### src/rtl/clock_period_meter.sv
// clock_period_meter: measures rise-to-rise period and high time of a slow async input in i_clk cycles
// Ports: i_clk system clock; i_rst_n async active-low reset; i_sig measured signal (async);
//        i_en measurement enable; o_period/o_high last period/high time; o_valid result pulse;
//        o_timeout level, set when no rise arrives within TIMEOUT cycles of the last one.
module clock_period_meter #(
  parameter int CNT_W   = 16,
  parameter int TIMEOUT = 50000
) (
  input  logic             i_clk,
  input  logic             i_rst_n,
  input  logic             i_sig,
  input  logic             i_en,
  output logic [CNT_W-1:0] o_period,
  output logic [CNT_W-1:0] o_high,
  output logic             o_valid,
  output logic             o_timeout
);
  typedef enum logic [1:0] {IDLE, ARM, MEAS} state_t;
  state_t r_state, w_next;
  logic r_s1, r_s2, r_prev;
  logic [CNT_W-1:0] r_cnt, r_hi_cap;
  logic w_rise, w_fall, w_to;
  assign w_rise = r_s2 & ~r_prev;
  assign w_fall = ~r_s2 & r_prev;
  // a rise on the timeout cycle still produces a valid result
  assign w_to = (r_state == MEAS) && !w_rise && (r_cnt == CNT_W'(TIMEOUT));
  always_comb begin
    w_next = r_state;
    if (!i_en) w_next = IDLE;
    else if (r_state == IDLE) w_next = ARM;
    else if (r_state == ARM && w_rise) w_next = MEAS;
    else if (w_to) w_next = ARM;
  end
  always_ff @(posedge i_clk or negedge i_rst_n) begin
    if (!i_rst_n) begin
      r_state   <= IDLE;
      r_s1      <= 1'b0;
      r_s2      <= 1'b0;
      r_prev    <= 1'b0;
      r_cnt     <= '0;
      r_hi_cap  <= '0;
      o_period  <= '0;
      o_high    <= '0;
      o_valid   <= 1'b0;
      o_timeout <= 1'b0;
    end else begin
      r_s1    <= i_sig;
      r_s2    <= r_s1;
      r_prev  <= r_s2;
      r_state <= w_next;
      o_valid <= 1'b0;
      if (!i_en || r_state == IDLE) r_cnt <= '0;
      else if (r_state == ARM) begin
        if (w_rise) r_cnt <= CNT_W'(1);
      end else if (w_rise) begin
        o_period  <= r_cnt;
        o_high    <= r_hi_cap;
        o_valid   <= 1'b1;
        o_timeout <= 1'b0;
        r_cnt     <= CNT_W'(1);
      end else if (w_to) o_timeout <= 1'b1;
      else begin
        r_cnt <= r_cnt + CNT_W'(1);
        if (w_fall) r_hi_cap <= r_cnt;
      end
    end
  end
endmodule
### config.mk
export PLATFORM = sky130hd
export DESIGN_NAME = clock_period_meter
export DESIGN_NICKNAME = d
export VERILOG_FILES = /design/src/rtl/clock_period_meter.sv
export SDC_FILE = /design/constraint.sdc
export NUM_CORES = 1
export LEC_CHECK = 0
export BUFFER_PORTS_ARGS = -buffer_cell sky130_fd_sc_hd__buf_2
export CORE_ASPECT_RATIO = 0.75
export CORE_UTILIZATION = 57
export DETAILED_ROUTE_END_ITERATION = 12
export HOLD_SLACK_MARGIN = 0.15
export PLACE_DENSITY_LB_ADDON = 0.25
export REMOVE_ABC_BUFFERS = 1
export SYNTH_ARGS = -nofsm -noshare
export SYNTH_HDL_FRONTEND = slang
export SYNTH_SLANG_ARGS = --single-unit
### constraint.sdc
create_clock -name i_clk -period 2.8 [get_ports i_clk]
set_input_delay 0.14 -clock i_clk [delete_from_list [all_inputs] [get_ports i_clk]]
set_output_delay 0.14 -clock i_clk [all_outputs]
set_load 0.05 [all_outputs]
# Word-level counts from Yosys, hierarchy flattened
# Cells that the tools add are included.
[word_totals]
register_bits = 71
input_bits = 4
wordCells = 51
[op_classes]
n_addsub = 1
eq_ne = 6
mux = 14
bitwise_logic = 8
n_reduce_logical = 12
[ops]
columns = ["op", "count"]
rows = [
  ["$mux 16", 5],
  ["$add 16x1->16 const B", 1],
  ["$eq 16x16->1 const B", 1],
  ["$mux 2", 4],
  ["$ne 3x2->1 const B", 2],
  ["$not 1->1", 6],
  ["$reduce_and 3->1", 2],
  ["$mux 1", 5],
  ["$reduce_and 5->1", 1],
  ["$ne 4x1->1 const B", 1],
  ["$logic_and 1x1->1", 3],
  ["$and 1x1->1", 2],
  ["$eq 2x1->1 const B", 1],
  ["$eq 2x2->1 const B", 1],
  ["$logic_not 1->1", 2],
  ["$logic_not 2->1", 1],
  ["$reduce_and 2->1", 1],
  ["$reduce_bool 2->1", 1],
  ["$logic_or 1x1->1", 1],
]

# Depth between registers and ports, before layout
# Gate-level depths: netlist of run 1.
[logic_depth]
word_depth = 9
mapped_depth = 10

# Worst setup path before layout of run 1
# Ideal clock, no wire load.
[synth_path]
kind = "reg2reg"
startpoint = "register r_cnt[0]"
endpoint = "register r_hi_cap[10]"
setup_time_ns = 0.125
arrival_time_ns = 2.124
t_required_ns = 2.675
slack_ns = 0.551
path_stages_with_launch = 11
path_buffers = 3
cell_sequence = "dfrtp_1 -> inv_1 -> ha_1 -> nand2_1 -> nor4_1 -> and3_1 -> buf_6 -> or4b_4 -> buf_6 -> buf_12 -> mux2_4"
[synth_via]
elab_chain_len = 4
[synth_rtl]
columns = ["item", "line", "rtl"]
rows = [
  ["start: declaration", "21", "logic [CNT_W-1:0] r_cnt, r_hi_cap;"],
  ["start signal: assignment", "63", "r_cnt <= r_cnt + CNT_W'(1);"],
  ["$eq 16x16->1", "26", "assign w_to = (r_state == MEAS) && !w_rise && (r_cnt == CNT_W'(TIMEOUT));"],
  ["$logic_and 1x1->1", "26", ""],
  ["$not 1->1 (no source line)", "--", ""],
  ["$reduce_and 5->1 (no source line)", "--", ""],
  ["end signal: assignment", "64", "if (w_fall) r_hi_cap <= r_cnt;"],
  ["end: declaration", "21", ""],
]
# No other way between the ends.
# A chain may end at the register's enable or synchronous reset.

# Worst setup path after layout of run 1
[layout_path]
startpoint = "register r_cnt[12]"
endpoint = "register r_hi_cap[2]"
# The elaborated chain is that of the path after synthesis.

==> results.py, run 1 <==
metrics = {
    "layout": {
        "utilization_pct": 71.1,
        "drive_above_1_share_pct": 28.7,
        "nFillCells": 362,
        "nets": 321,
        "antenna_cells": 0,
        "syn_to_final_growth_pct": 16.3,
    },
    "placed_design": {
        "detailedPlacementHpwl_um": 3930,
        "port-buffer-count": 37,
        "gp_congestion": 0.897,
    },
    "global_route": {
        "antenna_found_initial": 0,
        "grt-ovfl-total": 0,
        "grt_max_degree": 37,
        "grt_pass1_wl_um": 9800,
        "grtUsageTotal_pct": 23.3,
        "grt_pass1_vias": 2114,
    },
    "setup_path": {
        "critPathCaptureType": "flip-flop",
        "cp_data_arrival_time_ns": 2.74,
        "r2r_setup_slack_ns": 0.28,
        "crit_type": "reg2reg",
        "reg2reg_to": "r_hi_cap[2]",
        "crit_required_ns": 3.02,
        "reg2regPathDepth": 5,
        "crit_fanout": 16,
        "rr_startpoint": "r_cnt[12]",
        "startpoint_type": "flip-flop",
    },
    "synthesis": {
        "netlist_area_mm2": 0.00308,
        "syn_avg_cell_area_um2": 11.3,
        "syn_inst": 273,
        "yosys.area.top_type_share_pct": 57.7,
        "synth_area_leader_cell": "dfrtp_1",
        "yosys_warnings": 0,
        "synth_ff_type": "dfrtp_1",
        "synth-edff-count": 0,
        "synth-seq-area-share_pct": 57.7,
        "synthDistinctLibCells": 40,
        "ys_ff_latch": 71,
        "synth_area_leaders": "dfrtp_1 58%, nand2_1 7.6%, mux2_2 7.0%",
        "ys_async_sr_fraction_pct": 100,
    },
    "floorplan": {
        "die_h_um": 65.6,
        "placementRows": 22,
        "die_x_um": 86.9,
        "die_area_mm2": 0.00570,
        "start_util_pct": 61.1,
        "ios": 38,
        "core_area_mm2": 0.00504,
    },
    "min_path": {
        "hold_class": "in2async",
    },
    "drt": {
        "num_vias": 2198,
        "avgViaCountPerCell": 5.61,
        "drc": 0,
        "final_antenna_net_count": 0,
        "dr.pass1.iters": 4,
        "finalWirelength_um": 5720,
        "drt-initial-drc-count": 135,
        "post_drt_wl_per_cell_um": 14.6,
    },
    "pwr": {
        "total_leakage_power_nw": 1.94,
        "finalPower_mw": 2.12,
        "powerDensity_mw_per_mm2": 593,
        "vdd_drop_max_mv": 0.513,
    },
    "clock_tree": {
        "clock_sinks": 71,
        "cts_inserted_buffers": 9,
        "root_buffer": "clkbuf_8",
        "cts_tree": "built",
        "postCtsResizedCells": 0,
        "clock_path_buffers": 2,
        "clk_pin_slew_ns": 0.08,
        "h-tree-depth": 3,
        "clock_latency_ns": 0.34,
    },
    "sta": {
        "rsz0062_at_grt": "false",
        "maxSlewViolCount": 0,
        "max_freq_mhz": 396,
        "slew_headroom_pct": 41.9,
        "period_needed_ns": 2.52,
        "skew_ns": 0.00863,
        "hold_violations": 0,
        "finalSetupViolCount": 0,
        "post-route-period-util_pct": 90.1,
        "tightest_slew_ns": 0.871,
        "tns_ns": 0,
    },
    "job": {
        "max-cap-violations": 0,
    },
    "outcome": {
        "status": "finished, final reports clean",
    },
}
[through the flow]
step | hold WS (ns) | std cells | setup slack (ns) | area (µm²)
2_1_floorplan | -0.156 | 258 | 0.593 | 2970
6_report | 0.295 | 392 | 0.277 | 3580
3_5_place_dp | 0.115 | 373 | 0.291 | 3290
3_3_place_gp | 0.107 | 373 | 0.315 | 3290
5_1_grt | 0.325 | 392 | 0.0127 | 3580
4_1_cts | 0.275 | 392 | 0.272 | 3580
[sequential cells by signal (all words and copies together) (netlist names)]
| register | cells |
|---|---|
| r_s2 | 1 |
| o_timeout | 1 |
| r_state | 2 |
| o_high | 16 |
| r_prev | 1 |
| r_hi_cap | 16 |
| o_period | 16 |
| r_cnt | 16 |
| r_s1 | 1 |
| o_valid | 1 |
[synth_stat cells (2+ instances only)]
cell / count
nand4_1: 3
nor2_1: 10
inv_1: 4
mux2_4: 10
o21a_1: 3
nand2b_1: 2
nor2b_1: 2
o21ai_0: 6
buf_6: 4
a21oi_1: 5
ha_1: 2
and3_1: 8
a21o_1: 2
a31oi_1: 9
a211o_1: 4
nand3_1: 13
nor3b_1: 2
clkbuf_1: 9
nor3_1: 5
nand2_1: 62
dfrtp_1: 71
mux2_2: 19
[cells in the final DEF, fill, tap and decap left out, types with 3 or more instances in the layout]
| master | count |
|---|---|
| dfrtp_1 | 71 |
| nand2_1 | 62 |
| buf_2 | 37 |
| mux2_2 | 19 |
| nand3_1 | 13 |
| clkbuf_8 | 11 |
| mux2_4 | 10 |
| nor2_1 | 10 |
| a31oi_1 | 9 |
| and3_1 | 8 |
| o21ai_0 | 6 |
| buf_4 | 6 |
| nor3_1 | 5 |
| a21oi_1 | 5 |
| inv_1 | 4 |
| a211o_1 | 4 |
| o21a_1 | 3 |
| nand4_1 | 3 |
| bufinv_16 | 3 |
| dlygate4sd3_1 | 3 |
[where the power goes]
group          switching [mW]  internal, mW  total (mW)
combinational          0.0538        0.0219      0.0757
clock                   0.364         0.640        1.00
sequential            0.00917          1.03        1.04
total                   0.427          1.70        2.12
[how the worst max path moves through the flow]
stage              start     endpoint  slack [ns]
2_1_floorplan       r_s2    o_high[0]        0.59
3_3_place_gp   r_cnt[12]  r_hi_cap[3]        0.31
3_5_place_dp   r_cnt[12]  r_hi_cap[2]        0.29
4_1_cts        r_cnt[12]  r_hi_cap[2]        0.27
5_1_grt        r_cnt[12]  r_hi_cap[3]        0.01
6_report       r_cnt[12]  r_hi_cap[2]        0.28
[repair_timing]
action,CTS,global route
buffers inserted,0,0
hold buffers,3,0
endpoints found under the hold margin,22,0
[worst max-delay path: stages, from the launching register on]
cell and delay (ns):
dfrtp_1 0.45, or4b_1 0.53, nor4_1 0.36, and3_1 0.34, or4b_4 0.35, mux2_2 0.37
[cell type report]
cell class                      instances  area, µm²  share of cell area, %
Sequential cell                        71       1780                   49.6
Clock inverter                          5        104                   2.90
Multi-Input combinational cell        182       1180                   32.9
Tap cell                               72       90.1                   2.52
Timing Repair Buffer                   46        260                   7.27
Clock buffer                           11        151                   4.23
Inverter                                5       18.8                  0.524
[routing by layer]
layer / vias up / global-route usage (%) / part of all wire [%]
met4: 0 / 8.96 / 1.1
met3: 7 / 6.66 / 6.0
met5: - / 0 / 0
met2: 73 / 35.3 / 45
met1: 1085 / 31.9 / 48
li1: 1033 / - / -
[cell families after synthesis]
group / Yosys count / share of synthesized area, %
buf+inv: 20 / 3.98
flops: 71 / 57.7
fa+ha+maj: 2 / 0.813
compound gates: 34 / 7.48
mux: 30 / 12.2
simple gates: 116 / 17.8
Power figures use the tool's default switching activity.
==> run 2, diff against run 1 <==
--- a/config.mk
+++ b/config.mk
@@ -8,4 +8,5 @@
 export BUFFER_PORTS_ARGS = -buffer_cell sky130_fd_sc_hd__buf_2
 export CORE_ASPECT_RATIO = 0.75
+export CORE_MARGIN = 4
 export CORE_UTILIZATION = 57
 export DETAILED_ROUTE_END_ITERATION = 12
==> constraint.sdc (replaced) <==
create_clock -name i_clk -period 2.8 [get_ports i_clk]
set_input_delay 0.28 -clock i_clk [delete_from_list [all_inputs] [get_ports i_clk]]
set_output_delay 0.28 -clock i_clk [all_outputs]
set_load 0.05 [all_outputs]
==> run 2 against run 1 <==
Effect of this change:
- wire length rose by 3.4%
- clock power is 4% lower
- worst hold slack lost 0.063 ns
- utilization down 1.0 points
- maximum frequency is 0.97% lower
- global-route usage is 3.4 points lower
- non-clock buffer count shrank 3
- cell area is 0.87% lower
- register-to-register slack worse by 0.02 ns
==> results.py, run 2 (same netlist as run 1, synthesis figures left out) <==
metrics = {
    "outcome": {
        "status": "finished, final reports clean",
    },
    "pwr": {
        "swShare_pct": 20.8,
        "clkPwrFrac_pct": 46.1,
        "vdd_drop_max_mv": 0.261,
        "powerDensity_mw_per_mm2": 586,
        "total_leakage_power_nw": 1.92,
        "combinationalPowerShare_pct": 3.7,
        "seqPwrFrac_pct": 50.2,
        "power.internal_mw": 1.65,
        "p_sw_mw": 0.433,
    },
    "sta": {
        "slew_headroom_pct": 45.5,
        "tns_ns": 0,
        "post-route-period-util_pct": 91.0,
        "skew_ns": 0.0106,
        "hold_violations": 0,
        "finalSetupViolCount": 0,
        "rsz0062_at_grt": "false",
        "tightest_slew_ns": 0.817,
        "period_needed_ns": 2.55,
        "max_freq_mhz": 393,
        "maxSlewViolCount": 0,
    },
    "floorplan": {
        "core_area_mm2": 0.00506,
        "die_x_um": 92.9,
        "die_h_um": 71.6,
        "start_util_pct": 60.8,
        "placementRows": 22,
        "ios": 38,
        "die_area_mm2": 0.00665,
    },
    "layout": {
        "nFillCells": 391,
        "drive_above_1_share_pct": 28.1,
        "syn_to_final_growth_pct": 15.3,
        "final_cells": 389,
        "antenna_cells": 0,
        "nets": 318,
        "final_common_cell": "dfrtp_1",
        "final_cell_mix": "71 x dfrtp_1, 62 x nand2_1, 37 x buf_2, 19 x mux2_2, 13 x nand3_1",
    },
    "drt": {
        "dr_wl_met2_um": 2740,
        "post_drt_wl_per_cell_um": 15.2,
        "avgViaCountPerCell": 5.47,
        "drt-initial-drc-count": 147,
        "drc": 0,
        "final_antenna_net_count": 0,
        "num_vias": 2128,
        "dr_wl_met3_um": 309,
        "dr.pass1.iters": 4,
        "wl_met1_um": 2810,
        "dr.max_layer_used": "met4",
        "finalWirelength_um": 5920,
    },
    "global_route": {
        "grt_pass1_wl_um": 10200,
        "grt-ovfl-total": 0,
        "antenna_found_initial": 0,
        "grt_pass1_vias": 2116,
        "grtUsageTotal_pct": 19.9,
        "grt_max_degree": 44,
    },
    "setup_path": {
        "worst_path_max_delay_cell": "or4b_1",
        "slowest_delay_ns": 0.54,
        "startpoint_type": "flip-flop",
        "cp_cell_sequence": "or4b_1 -> nor4_1 -> and3_1 -> or4b_4 -> mux2_2",
        "crit_fanout": 16,
        "path_buf_inv": 0,
        "cp_data_arrival_time_ns": 2.77,
        "crit_required_ns": 3.02,
        "rr_startpoint": "r_cnt[12]",
        "r2r_setup_slack_ns": 0.25,
        "crit_family": "simple AND/OR/NAND/NOR gates",
        "reg2regPathDepth": 5,
        "crit_type": "reg2reg",
        "critPathCaptureType": "flip-flop",
        "reg2reg_to": "r_hi_cap[0]",
    },
    "placed_design": {
        "detailedPlacementHpwl_um": 3880,
        "port-buffer-count": 37,
        "gp_congestion": 0.831,
        "placed_cells": 371,
    },
    "min_path": {
        "min-delay-start": "i_en",
        "hold_depth": 3,
        "hold_class": "in2reg",
        "worstHoldEndpoint": "r_state[0]",
    },
    "clock_tree": {
        "h-tree-depth": 3,
        "clock_path_buffers": 2,
        "clock_latency_ns": 0.35,
        "postCtsResizedCells": 0,
        "cts_tree": "built",
        "clk_pin_slew_ns": 0.07,
        "ctsHoldBuffers": 2,
        "cts_setup_buffers": 0,
        "cts_inserted_buffers": 9,
        "clock_sinks": 71,
        "root_buffer": "clkbuf_8",
    },
    "job": {
        "max-cap-violations": 0,
    },
}
-- run 2: cell type report --
| class | instances | area [µm²] | share of cell area (%) |
|---|---|---|---|
| flip-flops and latches | 71 | 1780 | 50.1 |
| multi-input cells | 182 | 1180 | 33.2 |
| repair buffers | 43 | 248 | 6.98 |
| clock buffers | 10 | 128 | 3.60 |
| clock inverters | 6 | 109 | 3.07 |
| well taps | 72 | 90.1 | 2.54 |
| inverters | 5 | 18.8 | 0.529 |
-- run 2: power groups by stage --
stage | Clock [mW] | Combinational (mW) | Sequential [mW]
after detailed placement | 0 | 0.0763 | 1.06
after global routing | 1.04 | 0.0868 | 1.04
final | 0.959 | 0.0770 | 1.04
after CTS | 0.982 | 0.0789 | 1.04
after global placement | 0 | 0.0741 | 1.06
after floorplan | 0 | 0.0283 | 1.07
-- run 2: through the flow --
stage	cell area (µm²)	setup WS [ns]	utilization [%]	hold WS (ns)	total power, mW
floorplan	2970	0.593	-	-0.0156	1.10
detailed placement	3290	0.299	65.0	0.341	1.14
global placement	3290	0.321	65.0	0.334	1.14
global route	3550	0.157	70.1	0.238	2.17
CTS	3550	0.270	70.1	0.219	2.10
finish	3550	0.252	70.1	0.232	2.08
-- run 2: worst min-delay path, cell delays in order --
cell     delay, ns
buf_2         0.14
o21ai_0       0.08
a31oi_1       0.04
-- run 2: how the worst max path moves through the flow --
stage | startpoint | to | slack, ns | depth (start not counted)
6_report | r_cnt[12] | r_hi_cap[0] | 0.25 | 5
5_1_grt | r_cnt[12] | r_hi_cap[1] | 0.16 | 5
4_1_cts | r_cnt[12] | r_hi_cap[0] | 0.27 | 5
3_5_place_dp | r_cnt[12] | r_hi_cap[0] | 0.30 | 5
3_3_place_gp | r_cnt[12] | r_hi_cap[15] | 0.32 | 5
2_1_floorplan | r_s2 | o_high[0] | 0.59 | 5
-- run 2: routing by layer --
metal,track usage (%),up-vias
li1,-,1023
met1,26.1,1037
met2,30.9,61
met3,8.18,7
met4,5.37,0
met5,0,-
==> run 3, diff against run 2 <==
Settings changed: CORE_MARGIN 4 to 1.5.
Clock period 2.8 ns to 2.4 ns, I/O delays scaled along.
==> run 3 against run 2 <==
Effect of this change:
- clock power decreased by 0.8%
- first-iteration DRC count rose by 23%
- critical endpoint is now r_cnt[15]
- setup slack got worse by 0.18 ns
- critical path depth increased by 3
- global-route usage increased by 4.9 points
- utilization rose by 1.3 points
- non-clock buffer count rose by 11
==> results.py, run 3 (same netlist as run 1, synthesis figures left out) <==
metrics = {
    "outcome": {
        "status": "finished, final reports clean",
    },
    "sta": {
        "period_needed_ns": 2.32,
        "slew_headroom_pct": 41.8,
        "post-route-period-util_pct": 96.8,
        "skew_ns": 0.00641,
        "tns_ns": 0,
        "rsz0062_at_grt": "false",
        "tightest_slew_ns": 0.872,
        "finalSetupViolCount": 0,
        "maxSlewViolCount": 0,
        "max_freq_mhz": 430,
        "hold_violations": 0,
    },
    "drt": {
        "final_antenna_net_count": 0,
        "drc": 0,
        "dr.pass1.iters": 4,
        "drt-initial-drc-count": 181,
        "finalWirelength_um": 6310,
        "num_vias": 2213,
        "avgViaCountPerCell": 5.53,
        "post_drt_wl_per_cell_um": 15.8,
    },
    "placed_design": {
        "port-buffer-count": 37,
        "placed_cells": 382,
        "detailedPlacementHpwl_um": 4330,
        "postPlaceCellArea_mm2": 0.00337,
        "gp_congestion": 0.837,
    },
    "clock_tree": {
        "h-tree-depth": 3,
        "cts_inserted_buffers": 9,
        "cts_setup_buffers": 0,
        "clock_latency_ns": 0.35,
        "root_buffer": "clkbuf_8",
        "cts_tree": "built",
        "clock_sinks": 71,
        "clock_path_buffers": 2,
        "clk_pin_slew_ns": 0.07,
    },
    "min_path": {
        "hold_class": "in2reg",
    },
    "floorplan": {
        "die_h_um": 66.6,
        "core_area_mm2": 0.00504,
        "die_area_mm2": 0.00585,
        "start_util_pct": 61.1,
        "die_x_um": 87.9,
        "ios": 38,
        "placementRows": 22,
    },
    "setup_path": {
        "crit_fanout": 9,
        "reg2reg_to": "r_cnt[15]",
        "worst_path_max_delay_cell": "a21oi_1",
        "crit_type": "reg2reg",
        "reg2regPathDepth": 8,
        "startpoint_type": "flip-flop",
        "cp.depth": 8,
        "crit_required_ns": 2.59,
        "critPathLaunch": "r_cnt[1]",
        "r2r_setup_slack_ns": 0.08,
        "crit_family": "compound AO/OA/AOI/OAI gates",
        "endpoint": "r_cnt[15]",
        "cp_data_arrival_time_ns": 2.51,
        "path_buf_inv": 2,
        "rr_startpoint": "r_cnt[1]",
        "critPathCaptureType": "flip-flop",
        "slowest_delay_ns": 0.67,
        "cp_cell_sequence": "inv_1 -> ha_1 -> nand2_1 -> nor4_1 -> and3_1 -> buf_4 -> a21oi_1 -> o221ai_1",
    },
    "global_route": {
        "grt_pass1_wl_um": 10600,
        "antenna_found_initial": 0,
        "grt_max_degree": 46,
        "grt-ovfl-total": 0,
        "grt_pass1_vias": 2104,
        "grtUsageTotal_pct": 24.8,
    },
    "layout": {
        "nets": 329,
        "antenna_cells": 0,
        "drive_above_1_share_pct": 30.5,
        "syn_to_final_growth_pct": 16.7,
        "final_common_cell": "dfrtp_1",
        "final_cell_mix": "71 x dfrtp_1, 62 x nand2_1, 37 x buf_2, 19 x mux2_2, 14 x buf_4",
        "final_cells": 400,
        "fin_area_mm2": 0.00359,
    },
    "pwr": {
        "vdd_drop_max_mv": 0.494,
        "total_leakage_power_nw": 1.96,
        "powerDensity_mw_per_mm2": 630,
    },
    "job": {
        "max-cap-violations": 0,
    },
}
## run 3: layout make-up
cell class | count | area, µm²
timing repair buffer | 54 | 330
fill | 370 | 1450
clock inverter | 5 | 56.3
multi-input combinational | 182 | 1180
tap | 72 | 90.1
inverter | 5 | 18.8
clock buffer | 11 | 141
sequential | 71 | 1780
## run 3: worst register-to-register path: stages, from the launching register on
cell and delay, ns:
dfrtp_1 0.46, inv_1 0.10, ha_1 0.19, nand2_1 0.07
nor4_1 0.06, and3_1 0.20, buf_4 0.15, a21oi_1 0.67
o221ai_1 0.25
## run 3: repair_timing
| action | 4_1_cts | 5_1_grt |
|---|---|---|
| hold buffers | 2 | 0 |
| hold endpoints to repair | 27 | 0 |
| gates resized for setup | 0 | 0 |
## run 3: worst min-delay path by stage
stage / from / to / slack [ns] / cells past startpoint
global route: i_en / r_state[1] / 0.19 / 2
CTS: i_en / r_state[0] / 0.17 / 3
detailed placement: i_rst_n / o_high[13] / 0.28 / 1
floorplan: i_rst_n / o_high[0] / -0.06 / 0
finish: i_en / r_state[0] / 0.18 / 3
global placement: i_rst_n / o_valid / 0.28 / 1
## run 3: power by group
group / switching (mW) / total (mW) / leakage, nW / internal, mW
clock network: 0.443 / 0.951 / 0.0997 / 0.508
logic: 0.0681 / 0.0959 / 0.881 / 0.0278
registers: 0.00814 / 1.22 / 0.982 / 1.21
## run 3: layer usage
layer | wire length, µm | global-route usage [%] | vias up | share of wire [%]
li1 | - | - | 1050 | -
met1 | 2930 | 33.2 | 1089 | 46
met2 | 2970 | 39.0 | 64 | 47
met3 | 342 | 7.81 | 10 | 5.4
met4 | 67 | 7.14 | 0 | 1.1
met5 | 0 | 0 | - | 0
## run 3: metrics by stage
step | setup slack, ns | util, % | hold slack, ns | power, mW
floorplan | 0.193 | - | -0.0556 | 1.28
global placement | 0.242 | 67.0 | 0.280 | 1.33
detailed placement | 0.185 | 67.0 | 0.280 | 1.33
CTS | 0.159 | 71.3 | 0.170 | 2.28
global route | 0.00896 | 71.3 | 0.191 | 2.34
finish | 0.0766 | 71.3 | 0.182 | 2.26
